[src/rtl/map_ram_pkg.sv]
// -----------------------------------------------------------------------------
// map_ram_pkg
// Shared definitions for map_param_ram and its storage core:
//   - state_t     : clear-sequencer states (ST_INIT sweeps, ST_IDLE serves ops)
//   - WT_NEW/WT_OLD : values for the WRITE_THRU parameter
//   - byte_merge  : combines an old word with new data under byte enables
// -----------------------------------------------------------------------------
package map_ram_pkg;

  typedef enum logic [0:0] {
    ST_INIT = 1'b0,
    ST_IDLE = 1'b1
  } state_t;

  // Write response selection.
  localparam int WT_NEW = 1;  // respond with the merged (post-write) word
  localparam int WT_OLD = 0;  // respond with the pre-write word

  // Widest word byte_merge handles; callers zero-extend in and truncate out.
  localparam int MERGE_W    = 512;
  localparam int MERGE_BE_W = MERGE_W / 8;

  // Byte i of the result comes from new_w when be[i] is set, else from old_w.
  function automatic logic [MERGE_W-1:0] byte_merge(
    input logic [MERGE_W-1:0]    old_w,
    input logic [MERGE_W-1:0]    new_w,
    input logic [MERGE_BE_W-1:0] be
  );
    logic [MERGE_W-1:0] res;
    res = old_w;
    for (int i = 0; i < MERGE_BE_W; i++) begin
      if (be[i]) res[8*i +: 8] = new_w[8*i +: 8];
    end
    return res;
  endfunction

endpackage

[src/rtl/map_param_ram_core.sv]
// -----------------------------------------------------------------------------
// ram_core
// Plain single-port synchronous array with per-byte write enables. The read
// port returns the word stored before any write at the same edge.
// Ports:
//   clk      : rising-edge clock
//   i_we     : write strobe
//   i_be     : byte enables, bit i selects i_wdata[8i+7:8i]
//   i_addr   : word address (read and write share it)
//   i_wdata  : write data
//   o_rdata  : registered read data (old word)
// -----------------------------------------------------------------------------
module ram_core #(
  parameter int DATA_W = 16,
  parameter int ADDR_W = 8
) (
  input  logic                clk,
  input  logic                i_we,
  input  logic [DATA_W/8-1:0] i_be,
  input  logic [ADDR_W-1:0]   i_addr,
  input  logic [DATA_W-1:0]   i_wdata,
  output logic [DATA_W-1:0]   o_rdata
);

  localparam int NB    = DATA_W / 8;
  localparam int DEPTH = 2 ** ADDR_W;

  logic [DATA_W-1:0] r_mem [DEPTH];

  // NOTE: the array has no reset; a reset would prevent mapping onto RAM
  // macros. Its power-up contents are established by the clear sweep.
  always_ff @(posedge clk) begin
    // NOTE: non-blocking assignments make the read below see the pre-write
    // word, which is exactly the read-old-data behaviour this port promises.
    o_rdata <= r_mem[i_addr];
    if (i_we) begin
      for (int b = 0; b < NB; b++) begin
        if (i_be[b]) r_mem[i_addr][8*b +: 8] <= i_wdata[8*b +: 8];
      end
    end
  end

endmodule

[src/rtl/map_param_ram.sv]
// -----------------------------------------------------------------------------
// map_param_ram
// Registered-I/O RAM with byte enables, selectable write response and a clear
// sequencer that fills every word with INIT_VAL after reset or on clear.
// Ports:
//   clk, rst_n : clock, asynchronous active-low reset
//   req, we    : op request (sampled at rising edge), 1 = write / 0 = read
//   addr       : word address
//   datain, be : write data and byte enables (be ignored on reads)
//   clear      : one-cycle pulse starting (or restarting) a clear sweep
//   dataout    : response data, valid while rvalid = 1
//   rvalid     : one cycle per accepted op, two cycles after it was sampled
//   busy       : sweep in progress; req is dropped while high
// Pipeline: edge k captures the op, edge k+1 accesses the array, edge k+2
// loads dataout/rvalid.
// -----------------------------------------------------------------------------
module map_param_ram
  import map_ram_pkg::*;
#(
  parameter int                DATA_W     = 16,
  parameter int                ADDR_W     = 8,
  parameter int                WRITE_THRU = WT_NEW,
  parameter logic [DATA_W-1:0] INIT_VAL   = '0
) (
  input  logic                clk,
  input  logic                rst_n,
  input  logic                req,
  input  logic                we,
  input  logic [ADDR_W-1:0]   addr,
  input  logic [DATA_W-1:0]   datain,
  input  logic [DATA_W/8-1:0] be,
  input  logic                clear,
  output logic [DATA_W-1:0]   dataout,
  output logic                rvalid,
  output logic                busy
);

  localparam int NB = DATA_W / 8;

  // Sequencer state.
  state_t            r_state, w_state_nxt;
  logic [ADDR_W-1:0] r_cnt, w_cnt_nxt;

  // Stage 1 (captured op) and stage 2 (op whose array access has happened).
  logic              r_s1_valid, r_s2_valid;
  logic              r_s1_we, r_s2_we;
  logic [ADDR_W-1:0] r_s1_addr;
  logic [DATA_W-1:0] r_s1_data, r_s2_data;
  logic [NB-1:0]     r_s1_be, r_s2_be;

  // Array port.
  logic              w_sweep_wr;
  logic              w_ram_we;
  logic [ADDR_W-1:0] w_ram_addr;
  logic [NB-1:0]     w_ram_be;
  logic [DATA_W-1:0] w_ram_wdata;
  logic [DATA_W-1:0] w_ram_rdata;
  logic [DATA_W-1:0] w_resp;

  assign busy = (r_state == ST_INIT);

  // An op captured in the same edge that starts a sweep still owns the port
  // on the following edge; the sweep waits that one cycle so the op completes
  // against the pre-clear contents.
  assign w_sweep_wr  = busy && !r_s1_valid;
  assign w_ram_we    = w_sweep_wr || (r_s1_valid && r_s1_we);
  assign w_ram_addr  = w_sweep_wr ? r_cnt    : r_s1_addr;
  assign w_ram_be    = w_sweep_wr ? '1       : r_s1_be;
  assign w_ram_wdata = w_sweep_wr ? INIT_VAL : r_s1_data;

  ram_core #(
    .DATA_W (DATA_W),
    .ADDR_W (ADDR_W)
  ) u_core (
    .clk     (clk),
    .i_we    (w_ram_we),
    .i_be    (w_ram_be),
    .i_addr  (w_ram_addr),
    .i_wdata (w_ram_wdata),
    .o_rdata (w_ram_rdata)
  );

  // Next-state logic for the clear sequencer.
  always_comb begin
    // NOTE: every output of this block gets a default first, so no path can
    // leave one unassigned and infer a latch.
    w_state_nxt = r_state;
    w_cnt_nxt   = r_cnt;
    case (r_state)
      ST_INIT: begin
        if (clear) begin
          w_cnt_nxt = '0;
        end else if (w_sweep_wr) begin
          if (r_cnt == {ADDR_W{1'b1}}) w_state_nxt = ST_IDLE;
          w_cnt_nxt = r_cnt + 1'b1;
        end
      end
      ST_IDLE: begin
        if (clear) begin
          w_state_nxt = ST_INIT;
          w_cnt_nxt   = '0;
        end
      end
      default: begin
        w_state_nxt = ST_INIT;
        w_cnt_nxt   = '0;
      end
    endcase
  end

  always_ff @(posedge clk or negedge rst_n) begin
    if (!rst_n) begin
      r_state <= ST_INIT;
      r_cnt   <= '0;
    end else begin
      r_state <= w_state_nxt;
      r_cnt   <= w_cnt_nxt;
    end
  end

  // Write response: merged word in write-through mode, otherwise the old word
  // (reads always return the old word).
  always_comb begin
    w_resp = w_ram_rdata;
    if (r_s2_we && (WRITE_THRU == WT_NEW)) begin
      w_resp = DATA_W'(byte_merge(MERGE_W'(w_ram_rdata), MERGE_W'(r_s2_data),
                                  MERGE_BE_W'(r_s2_be)));
    end
  end

  // Valid bits and outputs: cleared by reset so in-flight ops are discarded.
  always_ff @(posedge clk or negedge rst_n) begin
    if (!rst_n) begin
      r_s1_valid <= 1'b0;
      r_s2_valid <= 1'b0;
      rvalid     <= 1'b0;
      dataout    <= '0;
    end else begin
      r_s1_valid <= req && !busy;
      r_s2_valid <= r_s1_valid;
      rvalid     <= r_s2_valid;
      if (r_s2_valid) dataout <= w_resp;
    end
  end

  // Payload registers carry no reset; they are only consumed under a valid bit.
  always_ff @(posedge clk) begin
    r_s1_we   <= we;
    r_s1_addr <= addr;
    r_s1_data <= datain;
    r_s1_be   <= be;
    r_s2_we   <= r_s1_we;
    r_s2_data <= r_s1_data;
    r_s2_be   <= r_s1_be;
  end

endmodule
[config.mk]
export PLATFORM = sky130hd
export DESIGN_NAME = map_param_ram
export DESIGN_NICKNAME = d
export VERILOG_FILES = /design/src/rtl/map_ram_pkg.sv /design/src/rtl/map_param_ram_core.sv /design/src/rtl/map_param_ram.sv
export SDC_FILE = /design/constraint.sdc
export NUM_CORES = 2
export LEC_CHECK = 0
export CAP_MARGIN = 10
export CORE_MARGIN = 10
export CORE_UTILIZATION = 59
export CTS_BUF_LIST = sky130_fd_sc_hd__clkbuf_2
export CTS_CLUSTER_DIAMETER = 40
export DETAILED_ROUTE_END_ITERATION = 12
export PLACE_DENSITY_LB_ADDON = 0.3
export SETUP_SLACK_MARGIN = 0.1
export SLEW_MARGIN = 15
export SYNTH_ARGS = -nofsm -noshare
export SYNTH_HDL_FRONTEND = slang
export SYNTH_SLANG_ARGS = --single-unit
export TNS_END_PERCENT = 100
[constraint.sdc]
create_clock -name clk -period 6.8 [get_ports clk]
set_input_delay 1.36 -clock clk [delete_from_list [all_inputs] [get_ports clk]]
set_output_delay 1.36 -clock clk [all_outputs]
set_load 0.005 [all_outputs]
Word-level counts from Yosys, hierarchy flattened
Memory sizes are Yosys's and may differ from the RTL's. A register that Yosys moved wholly into a read port is not among the register bits.
Cells that the tools add are included.
Storage, ports and cells
  logic and storage cells: 46
  memories: 1
  memory bits (writable): 4096
  register bits after elaboration: 74
Memory list
  u_core.r_mem: words 256, width 16, rd ports 1, clocked after Yosys merged registers in 1, wr ports 1, line map_param_ram_core.sv:28  | logic [DATA_W-1:0] r_mem [DEPTH];
Cells by class
  multiplexer cells: 21
  equal/unequal tests: 3
  add/subtract/negate cells: 1
  reduce and logical (&&, ||, !) cells: 6
  bitwise logic cells: 1
Operators with widths (count)
  2-to-1 mux 8 bit: 6
  2-to-1 mux 16 bit: 2
  one-hot mux 8 bit (2 select lines): 1
  2-to-1 mux 1 bit: 10
  adder 8 x 1 -> 8 bit, second input constant: 1
  == test 8 bit, second input constant: 1
  logical AND 1 bit: 3
  inequality test 3 x 2 -> 1 bit, second input constant: 1
  2-to-1 mux 2 bit: 1
  inequality test 2 bit, second input constant: 1
  one-hot mux 1 bit (2 select lines): 1
  AND reduction 2 bit: 1
  logical NOT 1 bit: 1
  logical OR 1 bit: 1
  inverter 1 bit: 1

Logic depth before layout (Yosys ltp)
  depth in word-level cells: 6
  gate-level depth with buffers: 11
  mapped depth without buffers: 7

Cells and area by module
A second synthesis with hierarchy kept.
Unflattened totals
  cells, all modules: 7249
  area, all modules: 159096.3 um^2
By module, submodules not included
  ram_core: instances 1, cells an instance 7036, sequential area each 123318.3 um^2, area each 156694.0 um^2
  map_param_ram: instances 1, cells an instance 213, sequential area each 1621.6 um^2, area each 2402.3 um^2

Worst setup path before layout
No wires, ideal clock.
  path kind: reg-to-reg
  from: reg r_s1_valid
  to: mem u_core.r_mem[0][10] (data pin)
  setup time: 870 ps
  data required time: 5930 ps
  period minus slack after synthesis: 5318 ps
  data arrival time: 4448 ps
  path slack: 1482 ps
  cell stages (with the launch flop): 6
  path buffers: 3
  cells stage by stage: dfrtp_1 > or2_1 > buf_4 > clkbuf_1 > clkbuf_1 > and2_1
Between the ends
  longest elaborated chain between the ends: 3
Ends and longest elaborated chain
  start, declared: line map_param_ram.sv:45  | logic r_s1_valid, r_s2_valid;
  start signal, assigned: line map_param_ram.sv:139  | r_s1_valid <= req && !busy;
  logical NOT 1 bit: line map_param_ram.sv:65  | assign w_sweep_wr = busy && !r_s1_valid;
  logical AND 1 bit: line map_param_ram.sv:65
  2-to-1 mux 16 bit: line map_param_ram.sv:69  | assign w_ram_wdata = w_sweep_wr ? INIT_VAL : r_s1_data;
  via u_core.i_wdata[10]: line map_param_ram_core.sv:21  | input logic [DATA_W-1:0] i_wdata,
  end, declared: line map_param_ram_core.sv:28
The timed path passes the listed nets, and every way through them passes these cells.

Final worst setup path
  from: reg r_s1_valid
  to: reg u_core.o_rdata[12], read port of u_core.r_mem
Between the ends
  longest elaborated chain between the ends: 3
Ends and longest elaborated chain
  logical NOT 1 bit: line map_param_ram.sv:65
  logical AND 1 bit: line map_param_ram.sv:65
  2-to-1 mux 8 bit: line map_param_ram.sv:67  | assign w_ram_addr = w_sweep_wr ? r_cnt : r_s1_addr;
  end, declared: line map_param_ram_core.sv:22  | output logic [DATA_W-1:0] o_rdata
No other way between the ends.
A chain may end at the register's enable or synchronous reset.

==> metrics.sh <==
CRITICAL-PATH-TOP-CELL-BY-COUNT='sky130_fd_sc_hd__buf_4'
POWER_DENSITY_OF_THE_PLACED_CELLS_nW_PER_UM2=274.6
FINAL.HOLD.WORST_SLACK_NS=0.2814
FINAL_CELLS=13730
WORST_PATH_DOMINANT_CELL_FAMILY='compound AO/OA/AOI/OAI gates'
GATE_COUNT_OF_THE_MAPPED_NETLIST=9012
GRT.OVERFLOW.TOTAL=0
CRITPATHREQUIREDTIME_NS=8.55
SYNTH-MAIN-FF-CELL='sky130_fd_sc_hd__edfxtp_1'
REG2REG_SETUP_SLACK_NS=1.02
SYNTH.LIB_CELLS_USED.DISTINCT=41
FIRST_PASS_GRT_WIRE_LENGTH_UM=600900
HOLDPATHSTAGES=2
TIGHTESTPINTRANSITION_NS=1.341
YOSYS_WARNING_TOTAL=0
GRT_PASS1_VIAS=90379
BUFFER_PORTS.INSERTED=48
POWER.LEAKAGE_nW=51.32
CTS_TREE='yes'
ROUTE.DETAILED.WL_PER_INST_UM=30.19
CTS_BUFFER_DEPTH=4
HOLD_END='r_cnt[5]'
POST_CTS_RESIZE_COUNT=0
H_TREE_LEVELS=6
CLOCK_SKEW_NS=0.1313
SYNTH-EDFF-COUNT=4096
MOSTFREQUENTLAYOUTCELL='sky130_fd_sc_hd__edfxtp_1'
DRT-TOTAL-WL_UM=414500
HOLD_PATH_CLASS='in2reg'
MOSTFREQUENTLAYOUTCELLS='4096 x sky130_fd_sc_hd__edfxtp_1, 1988 x sky130_fd_sc_hd__a22oi_1, 1402 x sky130_fd_sc_hd__clkbuf_2'
ROUTE.VIAS.TOTAL=92563
CTS.ROOT.BUFFER_CELL='sky130_fd_sc_hd__clkbuf_2'
SETUP.WORST_PATH.END_CLASS='flop'
TOTAL_OF_HOLD_BUFFERS_INSERTED_AFTER_CLOCK_TREE_SYNTHESIS=29
CRIT_CELLS=9
FINALCRITICALPERIOD_NS=5.775
ANTENNA_FOUND_INITIAL=23
FINALNETCOUNT=9539
NETLIST_AREA_UM2=154800
INITIAL_CORE_UTIL_PCT=59.44
R2R_START='r_s1_valid'
CRIT_PATH_START='r_s1_valid'
GRTUSAGETOTAL_PCT=28.15
SEQ_AREA_FRAC_SYNTH_PCT=80.72
AREA_GROWTH_PCT=8.161
SYNTH_NETS=9044
CORE-AREA_UM2=260400
FIN_WS_NS=1.025
MEAN_POST_SYNTH_CELL_AREA_UM2=17.18
IOS=49
CRITPATHMAXSTAGEDELAY_NS=1.08
DESIGN.DIE.AREA_UM2=283200
PATH_MAX_FANOUT=77
CHIPWIDTH_UM=532.2
WORSTPATHARRIVAL_NS=7.53
DR.PASS1.ITERS=7
OUTCOME='complete, no violations'
CP.BUFFERS_INVERTERS=2
NUMCTSBUFFERS=926
GP_CONGESTION=0.8556
SLEW-LIMIT-HEADROOM_PCT=9.429
DETAIL_ROUTE.DRC_VIOLATIONS=0
ASYNCSETRESETFLOPFRACSYNTH_PCT=0.6689
FMAXACHIEVABLE_MHz=173.2
FILLERS=17891
ROWS=187
CTS_SETUP_BUFFERS=0
GRT_MAX_DEGREE=209
FIN_TNS_SETUP_NS=0
SETUP_CRIT_PATH_KIND='reg2reg'
TIMING_HOLD_VIOLATIONS_FINAL=0
R2R.WORST_PATH.CELLS=9
MAX_CAP_VIOLATIONS=0
CLOCK_LATENCY_NS=1.89
REPORT.FINAL.SETUP_VIOL=0
SYNTH_SEQ_CELLS=4186
GRT_SETUP_UNREPAIRED='no'
DETAIL-ROUTE-ANTENNA-NETS=0
DETAILED_PLACE_HPWL_UM=230600
VIA_COUNT_NORMALIZED_BY_INSTANCE_COUNT=6.742
FINAL_CORE_UTILIZATION_PCT=64.29
DETAIL_ROUTE.ITER0.VIOLATIONS=14196
CRITICAL_PATH.STARTPOINT_TYPE='flop'
REPORT.FINAL.SLEW_VIOL_COUNT=0
PLACE_INST=12046
IR_DROP_WORST_VDD_mV=0.1891
PATH_CLK_SLEW_NS=0.11
DETAILEDPLACE.WORSTSLACK_NS=1.298
POST_ROUTE_CELLS_DRIVE_ABOVE_1_SHARE_PCT=17.18
CRIT_CHAIN='nor2_4 > o21ai_4 > buf_4 > buf_4 > a22oi_1 > a21oi_1 > o41ai_1 > a41oi_1 > or4_1'
SLOWEST_CELL_ON_THE_CRITICAL_PATH='sky130_fd_sc_hd__o41ai_1'
DIE_H_UM=532.2
HOLDCRITSTARTPOINT='clear'
WORSTREG2REGEND='u_core.o_rdata[12]'
CLOCK-SINKS=4186
MIN_PERIOD_OVER_PERIOD_PCT=84.93
cell type report:
type | instances | area, µm² | area share [%]
tap | 3496 | 4374 | 2.613
timing repair buffer | 257 | 2685 | 1.604
antenna | 22 | 55.05 | 0.03288
inverter | 9 | 33.78 | 0.02018
clock buffer | 1402 | 7017 | 4.191
sequential | 4186 | 124900 | 74.63
multi-input combinational | 4127 | 27120 | 16.20
clock inverter | 231 | 1196 | 0.7145
registers in the layout (all words and copies together) (netlist names):
register / count
dataout: 16
u_core.o_rdata: 16
r_s2_be: 2
r_s1_addr: 8
rvalid: 1
r_s1_we: 1
r_s1_be: 2
r_state: 1
r_s2_data: 16
r_cnt: 8
u_core.r_mem: 4096
r_s2_valid: 1
r_s2_we: 1
r_s1_valid: 1
r_s1_data: 16
cells by family (layout without fill, tap and decap cells):
| family | after synthesis | count (layout) | synth area share (%) |
|---|---|---|---|
| flip-flops | 4186 | 4186 | 80.72 |
| AO/OA/AOI/OAI | 3437 | 3437 | 15.42 |
| buffers and inverters | 699 | 1899 | 1.979 |
| AND/OR/NAND/NOR | 667 | 667 | 1.736 |
| multiplexers | 16 | 16 | 0.1035 |
| XOR/XNOR | 6 | 6 | 0.03395 |
| adder cells (fa/ha/maj) | 1 | 1 | 0.008082 |
| other | 0 | 22 | 0 |
Yosys cell counts, types with 27 or more instances:
cell type / n / share of area, %
sky130_fd_sc_hd__a21oi_1: 1043 / 3.4
sky130_fd_sc_hd__a22oi_1: 1988 / 9.6
sky130_fd_sc_hd__a22oi_2: 60 / 0.48
sky130_fd_sc_hd__a41oi_1: 64 / 0.36
sky130_fd_sc_hd__buf_1: 60 / 0.15
sky130_fd_sc_hd__buf_2: 174 / 0.56
sky130_fd_sc_hd__buf_6: 27 / 0.20
sky130_fd_sc_hd__clkbuf_1: 424 / 1.0
sky130_fd_sc_hd__dfrtp_1: 28 / 0.45
sky130_fd_sc_hd__dfxtp_1: 62 / 0.80
sky130_fd_sc_hd__edfxtp_1: 4096 / 79
sky130_fd_sc_hd__nand2_1: 60 / 0.15
sky130_fd_sc_hd__nor2_1: 542 / 1.3
sky130_fd_sc_hd__o41ai_1: 256 / 1.4
per-layer routing:
metal / GRT usage (%) / wire length [µm] / vias to the layer above
li1: - / - / 38832
met2: 42.84 / 191800 / 6931
met3: 7.253 / 49670 / 1028
met5: 0 / 198 / -
met1: 37.79 / 149900 / 45744
met4: 14.67 / 22950 / 28
worst max path at each step:
| stage | end |
|---|---|
| final | u_core.o_rdata[12] |
| after detailed placement | u_core.o_rdata[13] |
| after floorplan | u_core.r_mem[0][10] |
| after global placement | u_core.o_rdata[5] |
| after CTS | u_core.o_rdata[13] |
| after global routing | u_core.o_rdata[12] |
per-stage QoR:
step           power (mW)  instance area [µm²]
2_1_floorplan       30.26               154800
3_3_place_gp        31.23               158800
3_5_place_dp        31.28               158900
4_1_cts             46.06               167400
5_1_grt             47.59               167400
6_report            45.97               167400
where the power goes:
group | leakage (nW) | total [mW] | switching, mW | internal (mW)
combinational | 7.67 | 2.72 | 1.84 | 0.872
sequential | 37.3 | 28.1 | 0.130 | 27.9
clock | 6.37 | 15.2 | 9.44 | 5.76
total | 51.3 | 46.0 | 11.4 | 34.6
(Power assumes the default switching activity.)
